### config.mk
export PLATFORM = sky130hd
export DESIGN_NAME = an_barrett_decoder_pipe_flat
export DESIGN_NICKNAME = d
export VERILOG_FILES = /design/src/rtl/an_barrett_decoder_pipe_pkg.sv /design/src/rtl/an_barrett_decoder_pipe_if.sv /design/src/rtl/an_barrett_reduce.sv /design/src/rtl/an_barrett_decoder_pipe.sv /design/src/flat_wrapper.sv
export SDC_FILE = /design/constraint.sdc
export NUM_CORES = 1
export LEC_CHECK = 0
export CORE_ASPECT_RATIO = 1.1
export CORE_MARGIN = 2
export CORE_UTILIZATION = 52
export DETAILED_ROUTE_END_ITERATION = 8
export DONT_BUFFER_PORTS = 1
export PLACE_DENSITY_LB_ADDON = 0.15
export SETUP_SLACK_MARGIN = 0.02
export SKIP_LAST_GASP = 1
export SYNTH_ARGS = -nofsm -noshare
export SYNTH_HDL_FRONTEND = slang
export SYNTH_SLANG_ARGS = --single-unit
### constraint.sdc
create_clock -name clk -period 11.6 [get_ports clk]
set_input_delay 2.32 -clock clk [delete_from_list [all_inputs] [get_ports clk]]
set_output_delay 2.32 -clock clk [all_outputs]
set_load 0.02 [all_outputs]
### src/rtl/an_barrett_decoder_pipe_pkg.sv
// rtl/an_barrett_decoder_pipe_pkg.sv - AN-code constants, decode classes and table helpers
// Purpose: default code parameters plus constant functions that build the
//   Barrett multiplier, the largest legal codeword and the per-bit residue and
//   quotient-offset tables used by the single-bit corrector.
// Ports: none (package).
package an_code_pkg;

  localparam int AN_A    = 13;
  localparam int AN_K    = 3;
  localparam int AN_CW   = 7;
  localparam int AN_CNTW = 16;

  typedef enum logic [1:0] {
    DEC_CLEAN     = 2'd0,
    DEC_CORRECTED = 2'd1,
    DEC_UNCORR    = 2'd2
  } dec_kind_t;

  // floor(2^(2*cw) / a)
  function automatic longint an_mu(input int a, input int cw);
    return (longint'(1) << (2 * cw)) / longint'(a);
  endfunction

  // Largest legal codeword a*(2^k-1)
  function automatic int an_max_cw(input int a, input int k);
    return a * ((1 << k) - 1);
  endfunction

  // POS_RES[i] = 2^i mod a
  function automatic int an_pos_res(input int a, input int i);
    return int'((longint'(1) << i) % longint'(a));
  endfunction

  // NEG_RES[i] = (-2^i) mod a
  function automatic int an_neg_res(input int a, input int i);
    return (a - an_pos_res(a, i)) % a;
  endfunction

  // Clearing bit i of x = q*a + POS_RES[i] gives (q - POS_QOFF[i]) * a
  function automatic int an_pos_qoff(input int a, input int i);
    return int'((longint'(1) << i) / longint'(a));
  endfunction

  // Setting bit i of x = q*a + NEG_RES[i] gives (q + NEG_QOFF[i]) * a
  function automatic int an_neg_qoff(input int a, input int i);
    return int'(((longint'(1) << i) + longint'(an_neg_res(a, i))) / longint'(a));
  endfunction

endpackage

### src/rtl/an_barrett_decoder_pipe_if.sv
// rtl/an_barrett_decoder_pipe_if.sv - valid/ready bus of the AN-code decoder
// Purpose: groups the codeword input stream and the decoded result stream.
// Ports: in_valid/in_ready/in_data (codeword), out_valid/out_ready/out_msg,
//   out_corrected/out_uncorr (result). master = producer/consumer side,
//   slave = decoder side.
interface an_barrett_decoder_pipe_if import an_code_pkg::*; #(
  parameter int CW = AN_CW,
  parameter int K  = AN_K
) ();
  logic          in_valid;
  logic          in_ready;
  logic [CW-1:0] in_data;
  logic          out_valid;
  logic          out_ready;
  logic [K-1:0]  out_msg;
  logic          out_corrected;
  logic          out_uncorr;

  modport master (
    output in_valid, in_data, out_ready,
    input  in_ready, out_valid, out_msg, out_corrected, out_uncorr
  );

  modport slave (
    input  in_valid, in_data, out_ready,
    output in_ready, out_valid, out_msg, out_corrected, out_uncorr
  );
endinterface

### src/rtl/an_barrett_reduce.sv
// rtl/an_barrett_reduce.sv - two-stage Barrett reduction of a codeword by A
// Purpose: S1 registers x and the high part of x*MU; S2 forms q0 and r0,
//   applies the single conditional correction and registers q, r and x.
// Ports: clk; en (advance both stages); x (codeword in);
//   x_out (codeword delayed 2 stages); q (quotient); r (residue, 0..A-1).
module an_barrett_reduce import an_code_pkg::*; #(
  parameter int A  = AN_A,
  parameter int CW = AN_CW,
  parameter int RW = $clog2(AN_A)
) (
  input  logic          clk,
  input  logic          en,
  input  logic [CW-1:0] x,
  output logic [CW-1:0] x_out,
  output logic [CW-1:0] q,
  output logic [RW-1:0] r
);
  localparam logic [2*CW-1:0] MU = (2*CW)'(an_mu(A, CW));
  localparam logic [CW-1:0]   AC = CW'(A);

  logic [CW-1:0] x1;
  logic [CW-1:0] p_hi;   // P >> 2*CW; the low bits of P are never consumed
  logic [CW-1:0] q_a;
  logic [CW-1:0] r0;
  logic          ge;

  always_ff @(posedge clk) begin
    if (en) begin
      x1   <= x;
      p_hi <= CW'(({{(2*CW){1'b0}}, x} * {{CW{1'b0}}, MU}) >> (2*CW));
    end
  end

  // MU rounds down, so q0 undershoots floor(x/A) by at most one and r0 < 2A.
  always_comb begin
    q_a = p_hi * AC;
    r0  = x1 - q_a;
    ge  = (r0 >= AC);
  end

  always_ff @(posedge clk) begin
    if (en) begin
      x_out <= x1;
      q     <= p_hi + CW'(ge);
      r     <= ge ? RW'(r0 - AC) : RW'(r0);
    end
  end
endmodule

### src/rtl/an_barrett_decoder_pipe.sv
// rtl/an_barrett_decoder_pipe.sv - pipelined AN-code decoder with single-bit correction
// Purpose: 3-stage decoder; stages 1-2 are the Barrett reducer, stage 3 picks
//   the clean / corrected / uncorrectable result. Saturating status counters.
// Ports: clk, rst (sync, active high); bus (slave: codeword in, result out);
//   cnt_clr (clear both counters); corr_cnt, uncorr_cnt (accepted flagged outputs).
module an_barrett_decoder_pipe import an_code_pkg::*; #(
  parameter int A    = AN_A,
  parameter int K    = AN_K,
  parameter int CW   = AN_CW,
  parameter int CNTW = AN_CNTW
) (
  input  logic                     clk,
  input  logic                     rst,
  an_barrett_decoder_pipe_if.slave bus,
  input  logic                     cnt_clr,
  output logic [CNTW-1:0]          corr_cnt,
  output logic [CNTW-1:0]          uncorr_cnt
);
  localparam int            RW      = $clog2(A);
  localparam logic [CW:0]   MAX_X   = (CW+1)'(an_max_cw(A, K));
  localparam logic [CW-1:0] MSG_MAX = CW'((1 << K) - 1);

  logic          adv;
  logic          v1, v2;
  logic [CW-1:0] x2, q2;
  logic [RW-1:0] r2;
  logic          xfer;

  // Whole pipeline moves together whenever the output register can take a word.
  assign adv          = !bus.out_valid || bus.out_ready;
  assign bus.in_ready = adv;
  assign xfer         = bus.out_valid && bus.out_ready;

  an_barrett_reduce #(.A(A), .CW(CW), .RW(RW)) u_reduce (
    .clk   (clk),
    .en    (adv),
    .x     (bus.in_data),
    .x_out (x2),
    .q     (q2),
    .r     (r2)
  );

  always_ff @(posedge clk) begin
    if (rst) begin
      v1 <= 1'b0;
      v2 <= 1'b0;
    end else if (adv) begin
      v1 <= bus.in_valid;
      v2 <= v1;
    end
  end

  // One flip candidate per bit position, each with its own constant residue
  // and quotient offset, so the corrected message needs no divider.
  logic [CW:0]   x2e;
  logic [CW-1:0] pos_hit, neg_hit;
  logic [K-1:0]  pos_msg [CW];
  logic [K-1:0]  neg_msg [CW];

  assign x2e = {1'b0, x2};

  for (genvar g = 0; g < CW; g++) begin : g_cand
    localparam logic [RW-1:0] PR  = RW'(an_pos_res(A, g));
    localparam logic [RW-1:0] NR  = RW'(an_neg_res(A, g));
    localparam logic [CW-1:0] PQ  = CW'(an_pos_qoff(A, g));
    localparam logic [CW-1:0] NQ  = CW'(an_neg_qoff(A, g));
    localparam logic [CW:0]   BIT = (CW+1)'(1) << g;
    assign pos_hit[g] = (r2 == PR) &&  x2[g] && ((x2e - BIT) <= MAX_X);
    assign neg_hit[g] = (r2 == NR) && !x2[g] && ((x2e + BIT) <= MAX_X);
    assign pos_msg[g] = K'(q2 - PQ);
    assign neg_msg[g] = K'(q2 + NQ);
  end

  dec_kind_t    kind;
  logic [K-1:0] msg_d;
  logic [K-1:0] cand_msg;
  int           n_hits;

  always_comb begin
    n_hits   = 0;
    cand_msg = '0;
    for (int i = 0; i < CW; i++) begin
      if (pos_hit[i]) begin
        n_hits   = n_hits + 1;
        cand_msg = pos_msg[i];
      end
      if (neg_hit[i]) begin
        n_hits   = n_hits + 1;
        cand_msg = neg_msg[i];
      end
    end
    msg_d = q2[K-1:0];
    kind  = DEC_UNCORR;
    if (r2 == '0) begin
      kind = (q2 <= MSG_MAX) ? DEC_CLEAN : DEC_UNCORR;
    end else if (n_hits == 1) begin
      kind  = DEC_CORRECTED;
      msg_d = cand_msg;
    end
  end

  always_ff @(posedge clk) begin
    if (rst) begin
      bus.out_valid     <= 1'b0;
      bus.out_msg       <= '0;
      bus.out_corrected <= 1'b0;
      bus.out_uncorr    <= 1'b0;
    end else if (adv) begin
      bus.out_valid     <= v2;
      bus.out_msg       <= msg_d;
      bus.out_corrected <= v2 && (kind == DEC_CORRECTED);
      bus.out_uncorr    <= v2 && (kind == DEC_UNCORR);
    end
  end

  always_ff @(posedge clk) begin
    if (rst || cnt_clr) begin
      corr_cnt   <= '0;
      uncorr_cnt <= '0;
    end else if (xfer) begin
      if (bus.out_corrected && (corr_cnt != '1))
        corr_cnt <= corr_cnt + CNTW'(1);
      if (bus.out_uncorr && (uncorr_cnt != '1))
        uncorr_cnt <= uncorr_cnt + CNTW'(1);
    end
  end
endmodule

### src/flat_wrapper.sv
// flat-port wrapper written by rule: the top's interface ports become plain ports
module an_barrett_decoder_pipe_flat import an_code_pkg::*;
#(
  parameter int A    = AN_A,
  parameter int K    = AN_K,
  parameter int CW   = AN_CW,
  parameter int CNTW = AN_CNTW
)
  (clk, rst, cnt_clr, corr_cnt, uncorr_cnt, bus_in_valid, bus_in_data, bus_out_ready, bus_in_ready, bus_out_valid, bus_out_msg, bus_out_corrected, bus_out_uncorr);
  an_barrett_decoder_pipe_if #(.CW(CW), .K(K)) bus_i ();
  input  logic clk;
  input  logic rst;
  input  logic cnt_clr;
  output logic [CNTW-1:0] corr_cnt;
  output logic [CNTW-1:0] uncorr_cnt;
  input wire logic [$bits(bus_i.in_valid)-1:0] bus_in_valid;
  input wire logic [$bits(bus_i.in_data)-1:0] bus_in_data;
  input wire logic [$bits(bus_i.out_ready)-1:0] bus_out_ready;
  output wire logic [$bits(bus_i.in_ready)-1:0] bus_in_ready;
  output wire logic [$bits(bus_i.out_valid)-1:0] bus_out_valid;
  output wire logic [$bits(bus_i.out_msg)-1:0] bus_out_msg;
  output wire logic [$bits(bus_i.out_corrected)-1:0] bus_out_corrected;
  output wire logic [$bits(bus_i.out_uncorr)-1:0] bus_out_uncorr;
  assign bus_i.in_valid = bus_in_valid;
  assign bus_i.in_data = bus_in_data;
  assign bus_i.out_ready = bus_out_ready;
  assign bus_in_ready = bus_i.in_ready;
  assign bus_out_valid = bus_i.out_valid;
  assign bus_out_msg = bus_i.out_msg;
  assign bus_out_corrected = bus_i.out_corrected;
  assign bus_out_uncorr = bus_i.out_uncorr;
  an_barrett_decoder_pipe #(.A(A), .K(K), .CW(CW), .CNTW(CNTW)) u_core (.clk(clk), .rst(rst), .bus(bus_i), .cnt_clr(cnt_clr), .corr_cnt(corr_cnt), .uncorr_cnt(uncorr_cnt));
endmodule
==> impl_metrics.env, run 1 <==
export IMPL_status="finished, final reports clean"
export IMPL_critPathMaxStageDelay_ns=0.59
export IMPL_fin_nets=792
export IMPL_cap_violations=0
export IMPL_synth_edf_count=27
export IMPL_start_util=0.533
export IMPL_grt_use_met1=0.266
export IMPL_cts_tree="built"
export IMPL_drtAntennaViolNets=0
export IMPL_worst_pin_slew_ns=0.956
export IMPL_wirelength_um=12900
export IMPL_use_met3=0.0426
export IMPL_worst_path_most_repeated_cell="ha_1"
export IMPL_async_flop_share=0
export IMPL_synth_nets=794
export IMPL_clockBufferDepth=2
export IMPL_path_clk_slew_ns=0.06
export IMPL_drcViolationCount=0
export IMPL_final_setup_viol_count=0
export IMPL_core_area_mm2=0.0114
export IMPL_clock_latency_ns=0.33
export IMPL_cts_root_buf="clkbuf_16"
export IMPL_cp_top_family="adder cells"
export IMPL_grt_total_usage=0.215
export IMPL_hpwl_um=10200
export IMPL_grt_max_degree=35
export IMPL_cp_num_cells=42
export IMPL_via_count=4792
export IMPL_post_drt_wl_per_cell_um=15.6
export IMPL_htreeDepth=3
export IMPL_worstPathArrival_ns=9.73
export IMPL_design_die_area_mm2=0.0126
export IMPL_crit_required_ns=11.84
export IMPL_crit_buf_inv=2
export IMPL_layout_commonest_cell="ha_1"
export IMPL_placed_area_mm2=0.00624
export IMPL_synth_compound_area_frac=0.141
export IMPL_grt_busiest_layer="met2"
export IMPL_critPathCaptureType="register"
export IMPL_grt_overflow=0
export IMPL_stdcell_count=827
export IMPL_design_area_mm2=0.00655
export IMPL_post_cts_buffers=0
export IMPL_fin_util=0.572
export IMPL_ys_warn_count=0
export IMPL_dp_worst_setup_slack_ns=2.17
export IMPL_area_growth_syn_to_layout_pct=7.45
export IMPL_ctsHoldBuffers=0
export IMPL_synth_seq_area_share=0.264
export IMPL_synth_simple_area_share=0.187
export IMPL_synth_xor_area_frac=0.0973
export IMPL_hold_slack_ns=0.444
export IMPL_min_path_type="register to register"
export IMPL_r2r_end="u_core.bus.out_msg[2]$_SDFFE_PP0P_"
export IMPL_antennaDiodeCount=0
export IMPL_p_per_area_mw_per_mm2=212
export IMPL_p_total_mw=1.39
export IMPL_dieHeight_um=118
export IMPL_endpoint="u_core.bus.out_msg[2]$_SDFFE_PP0P_"
export IMPL_gp_congestion=0.954
export IMPL_use_met2=0.360
export IMPL_start_kind="register"
export IMPL_path_max_fanout=15
export IMPL_fp_dieW_um=107
export IMPL_synth_ff_type="dfxtp_1"
export IMPL_rsz0062_at_grt="no"
export IMPL_synth_area_mux_share=0.00862
export IMPL_yosys_cell_types_count=78
export IMPL_viasPerCell=5.79
export IMPL_antenna_found_initial=0
export IMPL_io_pins=51
export IMPL_maxSlewHeadroom=0.357
export IMPL_first_global_vias=4848
export IMPL_crit_slowest_cell="edfxtp_1"
export IMPL_reg2regPathDepth=42
export IMPL_hold_viol=0
export IMPL_dr_pass1_iters=5
export IMPL_path_class="register to register"
export IMPL_numCtsBuffers=9
export IMPL_max_freq_mhz=105
export IMPL_syn_inst=674
export IMPL_synthAdderAreaFrac=0.244
export IMPL_setup_worst_path_start="u_core.u_reduce.x_out[2]$_DFFE_PP_"
export IMPL_layout_drive_gt1_share=0.0576
export IMPL_post_cts_resized=0
export IMPL_synth_seq_cells=67
export IMPL_placedCellCount=811
export IMPL_syn_area_mm2=0.00609
export IMPL_r2r_setup_slack_ns=2.12
export IMPL_port_buffers=0
export IMPL_fin_tns_setup_ns=0
export IMPL_drt_iter0_drc=270
export IMPL_syn_area_per_cell_um2=9.04
export IMPL_grt_pass1_wl_um=22200
export IMPL_power_leakage_nw=2.96
export IMPL_synth_top_family_by_area="adder cells"
export IMPL_slew_violations=0
export IMPL_period_share=0.818
export IMPL_worst_slack_ns=2.12
export IMPL_ir_drop_uv=145
export IMPL_cts_sinks=67
export IMPL_period_minus_slack_ns=9.48
export IMPL_fin_worst_skew_ns=0.00935
export IMPL_rows=41
export IMPL_r2r_start="u_core.u_reduce.x_out[2]$_DFFE_PP_"
export IMPL_mostFrequentLayoutCells="ha_1 (90), inv_1 (74), nor2_1 (54)"
==> power by group <==
group	internal [mW]	switching, mW	total [mW]
sequential	0.307	0.0466	0.354
combinational	0.357	0.406	0.764
clock	0.172	0.101	0.273
total	0.837	0.554	1.39
==> per-layer routing <==
metal | vias to the layer above | share of wire
li1 | 2373 | -
met1 | 2249 | 0.42
met2 | 136 | 0.49
met3 | 34 | 0.054
met4 | 0 | 0.034
met5 | - | 0
==> final cells by class <==
cell class,instances,area [um2]
Clock buffer,11,275
Timing Repair Buffer,3,22.5
Multi-Input combinational cell,516,4130
Sequential cell,67,1610
Inverter,75,282
Fill cell,1052,4890
Clock inverter,5,37.5
Tap cell,150,188
==> worst register-to-register path, delay by kind of cell, from the launching register on <==
family,cells,cell delay [ns]
DFF,1,0.59
AOI/OAI and AO/OA,15,3.20
buffers and inverters,2,0.31
muxes,2,0.38
xor gates and xnor gates,1,0.15
and+or+nand+nor,10,1.36
adders and majority gates,12,3.41
==> how the worst min path moves through the flow <==
stage	startpoint	to	slack, ns	cells past startpoint
3_3_place_gp	u_core.v1$_SDFFE_PP0P_	u_core.v2$_SDFFE_PP0P_	0.43	2
6_report	u_core.v1$_SDFFE_PP0P_	u_core.v1$_SDFFE_PP0P_	0.44	2
2_1_floorplan	u_core.u_reduce.x1[3]$_DFFE_PP_	u_core.u_reduce.x_out[3]$_DFFE_PP_	0.43	0
5_1_grt	u_core.u_reduce.x1[3]$_DFFE_PP_	u_core.u_reduce.x_out[3]$_DFFE_PP_	0.49	0
4_1_cts	u_core.v1$_SDFFE_PP0P_	u_core.v1$_SDFFE_PP0P_	0.45	2
3_5_place_dp	u_core.v1$_SDFFE_PP0P_	u_core.v1$_SDFFE_PP0P_	0.44	2
==> cells by family after synthesis <==
kind of cell               Yosys count
xor gates and xnor gates            66
adders and majority gates          108
DFF                                 67
and+or+nand+nor                    218
muxes                                5
AOI/OAI and AO/OA                  119
buffers and inverters               91
==> sequential cells by signal (all words and copies together), names as in the netlist <==
register and count:
u_core.u_reduce.x_out 7, u_core.u_reduce.q 5, u_core.v1 1, u_core.u_reduce.x1 7, u_core.v2 1, u_core.u_reduce.p_hi 4, u_core.bus.out_corrected 1, u_core.corr_cnt 16
u_core.bus.out_uncorr 1, u_core.bus.out_msg 3, u_core.u_reduce.r 4, u_core.bus.out_valid 1, u_core.uncorr_cnt 16
==> synth_stat cells, types with 4 or more instances <==
cell / n / area [um2]
xnor2_1: 32 / 280
edfxtp_1: 27 / 811
nand3_1: 24 / 120
o21ai_0: 18 / 90.1
a2111oi_0: 4 / 35.0
nor3_1: 12 / 60.1
o211ai_1: 6 / 45.0
or3_1: 11 / 68.8
nor2_1: 54 / 203
a31oi_1: 6 / 37.5
nand2_1: 36 / 135
a21oi_1: 24 / 120
xor2_1: 32 / 280
dfxtp_1: 40 / 801
or2_2: 7 / 43.8
clkbuf_1: 12 / 45.0
nor4_1: 5 / 31.3
and2_1: 7 / 43.8
o31ai_1: 4 / 30.0
inv_1: 74 / 278
a21o_1: 14 / 105
nor2b_1: 5 / 31.3
fa_1: 18 / 360
nand2b_1: 9 / 56.3
ha_1: 90 / 1130
and3_1: 12 / 75.1
nand4_1: 14 / 87.6
(Power assumes the default switching activity.)
==> run 2, diff against run 1 <==
Clock period 11.6 ns to 9.5 ns, I/O delays scaled along.
==> impl_metrics.env, run 2 (synthesis gave the netlist of run 1 again) <==
export IMPL_port_buffers=0
export IMPL_drt_iter0_drc=226
export IMPL_worst_path_most_repeated_cell="ha_1"
export IMPL_path_clk_slew_ns=0.06
export IMPL_fin_nets=800
export IMPL_p_sw_frac=0.409
export IMPL_hpwl_um=10500
export IMPL_reg_top3="u_core.corr_cnt (16), u_core.uncorr_cnt (16)"
export IMPL_antenna_found_initial=0
export IMPL_period_minus_slack_ns=8.99
export IMPL_placedCellCount=815
export IMPL_cts_sinks=67
export IMPL_clock_latency_ns=0.34
export IMPL_crit_required_ns=9.74
export IMPL_dp_worst_setup_slack_ns=0.210
export IMPL_drtAntennaViolNets=0
export IMPL_dr_pass1_iters=5
export IMPL_hold_viol=0
export IMPL_r2r_start="u_core.u_reduce.x_out[1]$_DFFE_PP_"
export IMPL_min_path_type="register to register"
export IMPL_fp_dieW_um=107
export IMPL_p_per_area_mw_per_mm2=257
export IMPL_layout_drive_gt1_share=0.0818
export IMPL_wirelength_um=13300
export IMPL_core_area_mm2=0.0114
export IMPL_grt_overflow=0
export IMPL_grt_pass1_wl_um=22700
export IMPL_cap_violations=0
export IMPL_viasPerCell=5.82
export IMPL_critPathMaxStageDelay_ns=0.47
export IMPL_status="finished, final reports clean"
export IMPL_clockBufferDepth=2
export IMPL_worst_slack_ns=0.510
export IMPL_final_setup_viol_count=0
export IMPL_numCtsBuffers=9
export IMPL_setup_worst_path_start="u_core.u_reduce.x_out[1]$_DFFE_PP_"
export IMPL_fin_tns_setup_ns=0
export IMPL_ctsHoldBuffers=0
export IMPL_power_leakage_nw=2.97
export IMPL_maxSlewHeadroom=0.387
export IMPL_path_max_fanout=5
export IMPL_multiInputGateArea_mm2=0.00415
export IMPL_dieHeight_um=118
export IMPL_path_class="register to register"
export IMPL_drcViolationCount=0
export IMPL_stdcell_count=835
export IMPL_pwr_share_clk=0.184
export IMPL_hp_start="u_core.v1$_SDFFE_PP0P_"
export IMPL_cts_root_buf="clkbuf_16"
export IMPL_design_die_area_mm2=0.0126
export IMPL_pwr_share_comb=0.564
export IMPL_seq_area_mm2=0.00161
export IMPL_period_share=0.946
export IMPL_htreeDepth=3
export IMPL_cts_tree="built"
export IMPL_layout_commonest_cell="ha_1"
export IMPL_p_seq_frac=0.251
export IMPL_mostFrequentLayoutCells="ha_1 (89), inv_1 (70), nor2_1 (54)"
export IMPL_antennaDiodeCount=0
export IMPL_rows=41
export IMPL_slew_violations=0
export IMPL_post_drt_wl_per_cell_um=16.0
export IMPL_io_pins=51
export IMPL_crit_slowest_cell="edfxtp_1"
export IMPL_nFillCells=1020
export IMPL_ir_drop_uv=161
export IMPL_worstPathArrival_ns=9.23
export IMPL_r2r_setup_slack_ns=0.51
export IMPL_fin_worst_skew_ns=0.00877
export IMPL_gp_congestion=0.954
export IMPL_via_count=4857
export IMPL_start_kind="register"
export IMPL_p_sw_uw=696
export IMPL_hold_slack_ns=0.445
export IMPL_critPathCaptureType="register"
export IMPL_area_growth_syn_to_layout_pct=8.40
export IMPL_worst_pin_slew_ns=0.911
export IMPL_start_util=0.533
export IMPL_rsz0062_at_grt="no"
export IMPL_grt_total_usage=0.222
export IMPL_grt_max_degree=35
export IMPL_p_int_mw=1.01
export IMPL_max_freq_mhz=111
export IMPL_first_global_vias=4810
## run 2: cell count changes in the layout (fill, tap and decap cells not counted), sizes merged
cell,change
clkinvlp,+2
buf,+8
clkinv,-1
clkbuf,-1
## run 2: final timing paths
| kind | to | cells past startpoint |
|---|---|---|
| worst max register to register | u_core.bus.out_msg[2]$_SDFFE_PP0P_ | 42 |
| worst min register to register | u_core.v1$_SDFFE_PP0P_ | 2 |
| worst max-delay path | u_core.bus.out_msg[2]$_SDFFE_PP0P_ | 42 |
| worst min-delay path | u_core.v1$_SDFFE_PP0P_ | 2 |
## run 2: worst max-delay path, delay by kind of cell (launching register included)
family / cells / cell delay [ns]
simple gates: 10 / 1.35
fa+ha+maj: 12 / 3.27
xor+xnor: 1 / 0.15
flops: 1 / 0.47
buf+inv: 2 / 0.17
mux: 2 / 0.38
compound gates: 15 / 3.09
## run 2: per-stage QoR
step / utilization / area (um2) / total power [mW]
2_1_floorplan: - / 6090 / 1.18
3_3_place_gp: 0.548 / 6270 / 1.34
3_5_place_dp: 0.548 / 6270 / 1.39
4_1_cts: 0.573 / 6550 / 1.71
5_1_grt: 0.577 / 6610 / 1.87
6_report: 0.577 / 6610 / 1.70
## run 2: layer usage
layer | part of all wire | routed length (um) | vias to the layer above | track usage
li1 | - | - | 2391 | -
met1 | 0.41 | 5490 | 2306 | 0.261
met2 | 0.51 | 6800 | 127 | 0.385
met3 | 0.045 | 597 | 33 | 0.0476
met4 | 0.034 | 456 | 0 | 0.0974
met5 | 0 | 0 | - | 0
## run 2: repair_timing
item	in CTS	in global routing
endpoints found under the setup margin	0	5
setup buffers	0	4
resized for setup	0	9
## run 2: power groups by stage
stage          Sequential [mW]  Clock (mW)  Combinational (mW)
2_1_floorplan            0.417           0               0.762
3_3_place_gp             0.433           0               0.911
3_5_place_dp             0.434           0               0.953
4_1_cts                  0.428       0.320               0.961
5_1_grt                  0.433       0.335                1.10
6_report                 0.428       0.314               0.960
## run 2: cell type report
type                            instances  share of cell area
Clock buffer                           10              0.0362
Clock inverter                          6             0.00701
Inverter                               75              0.0432
Multi-Input combinational cell        516               0.629
Sequential cell                        67               0.244
Tap cell                              150              0.0284
Timing Repair Buffer                   11              0.0125
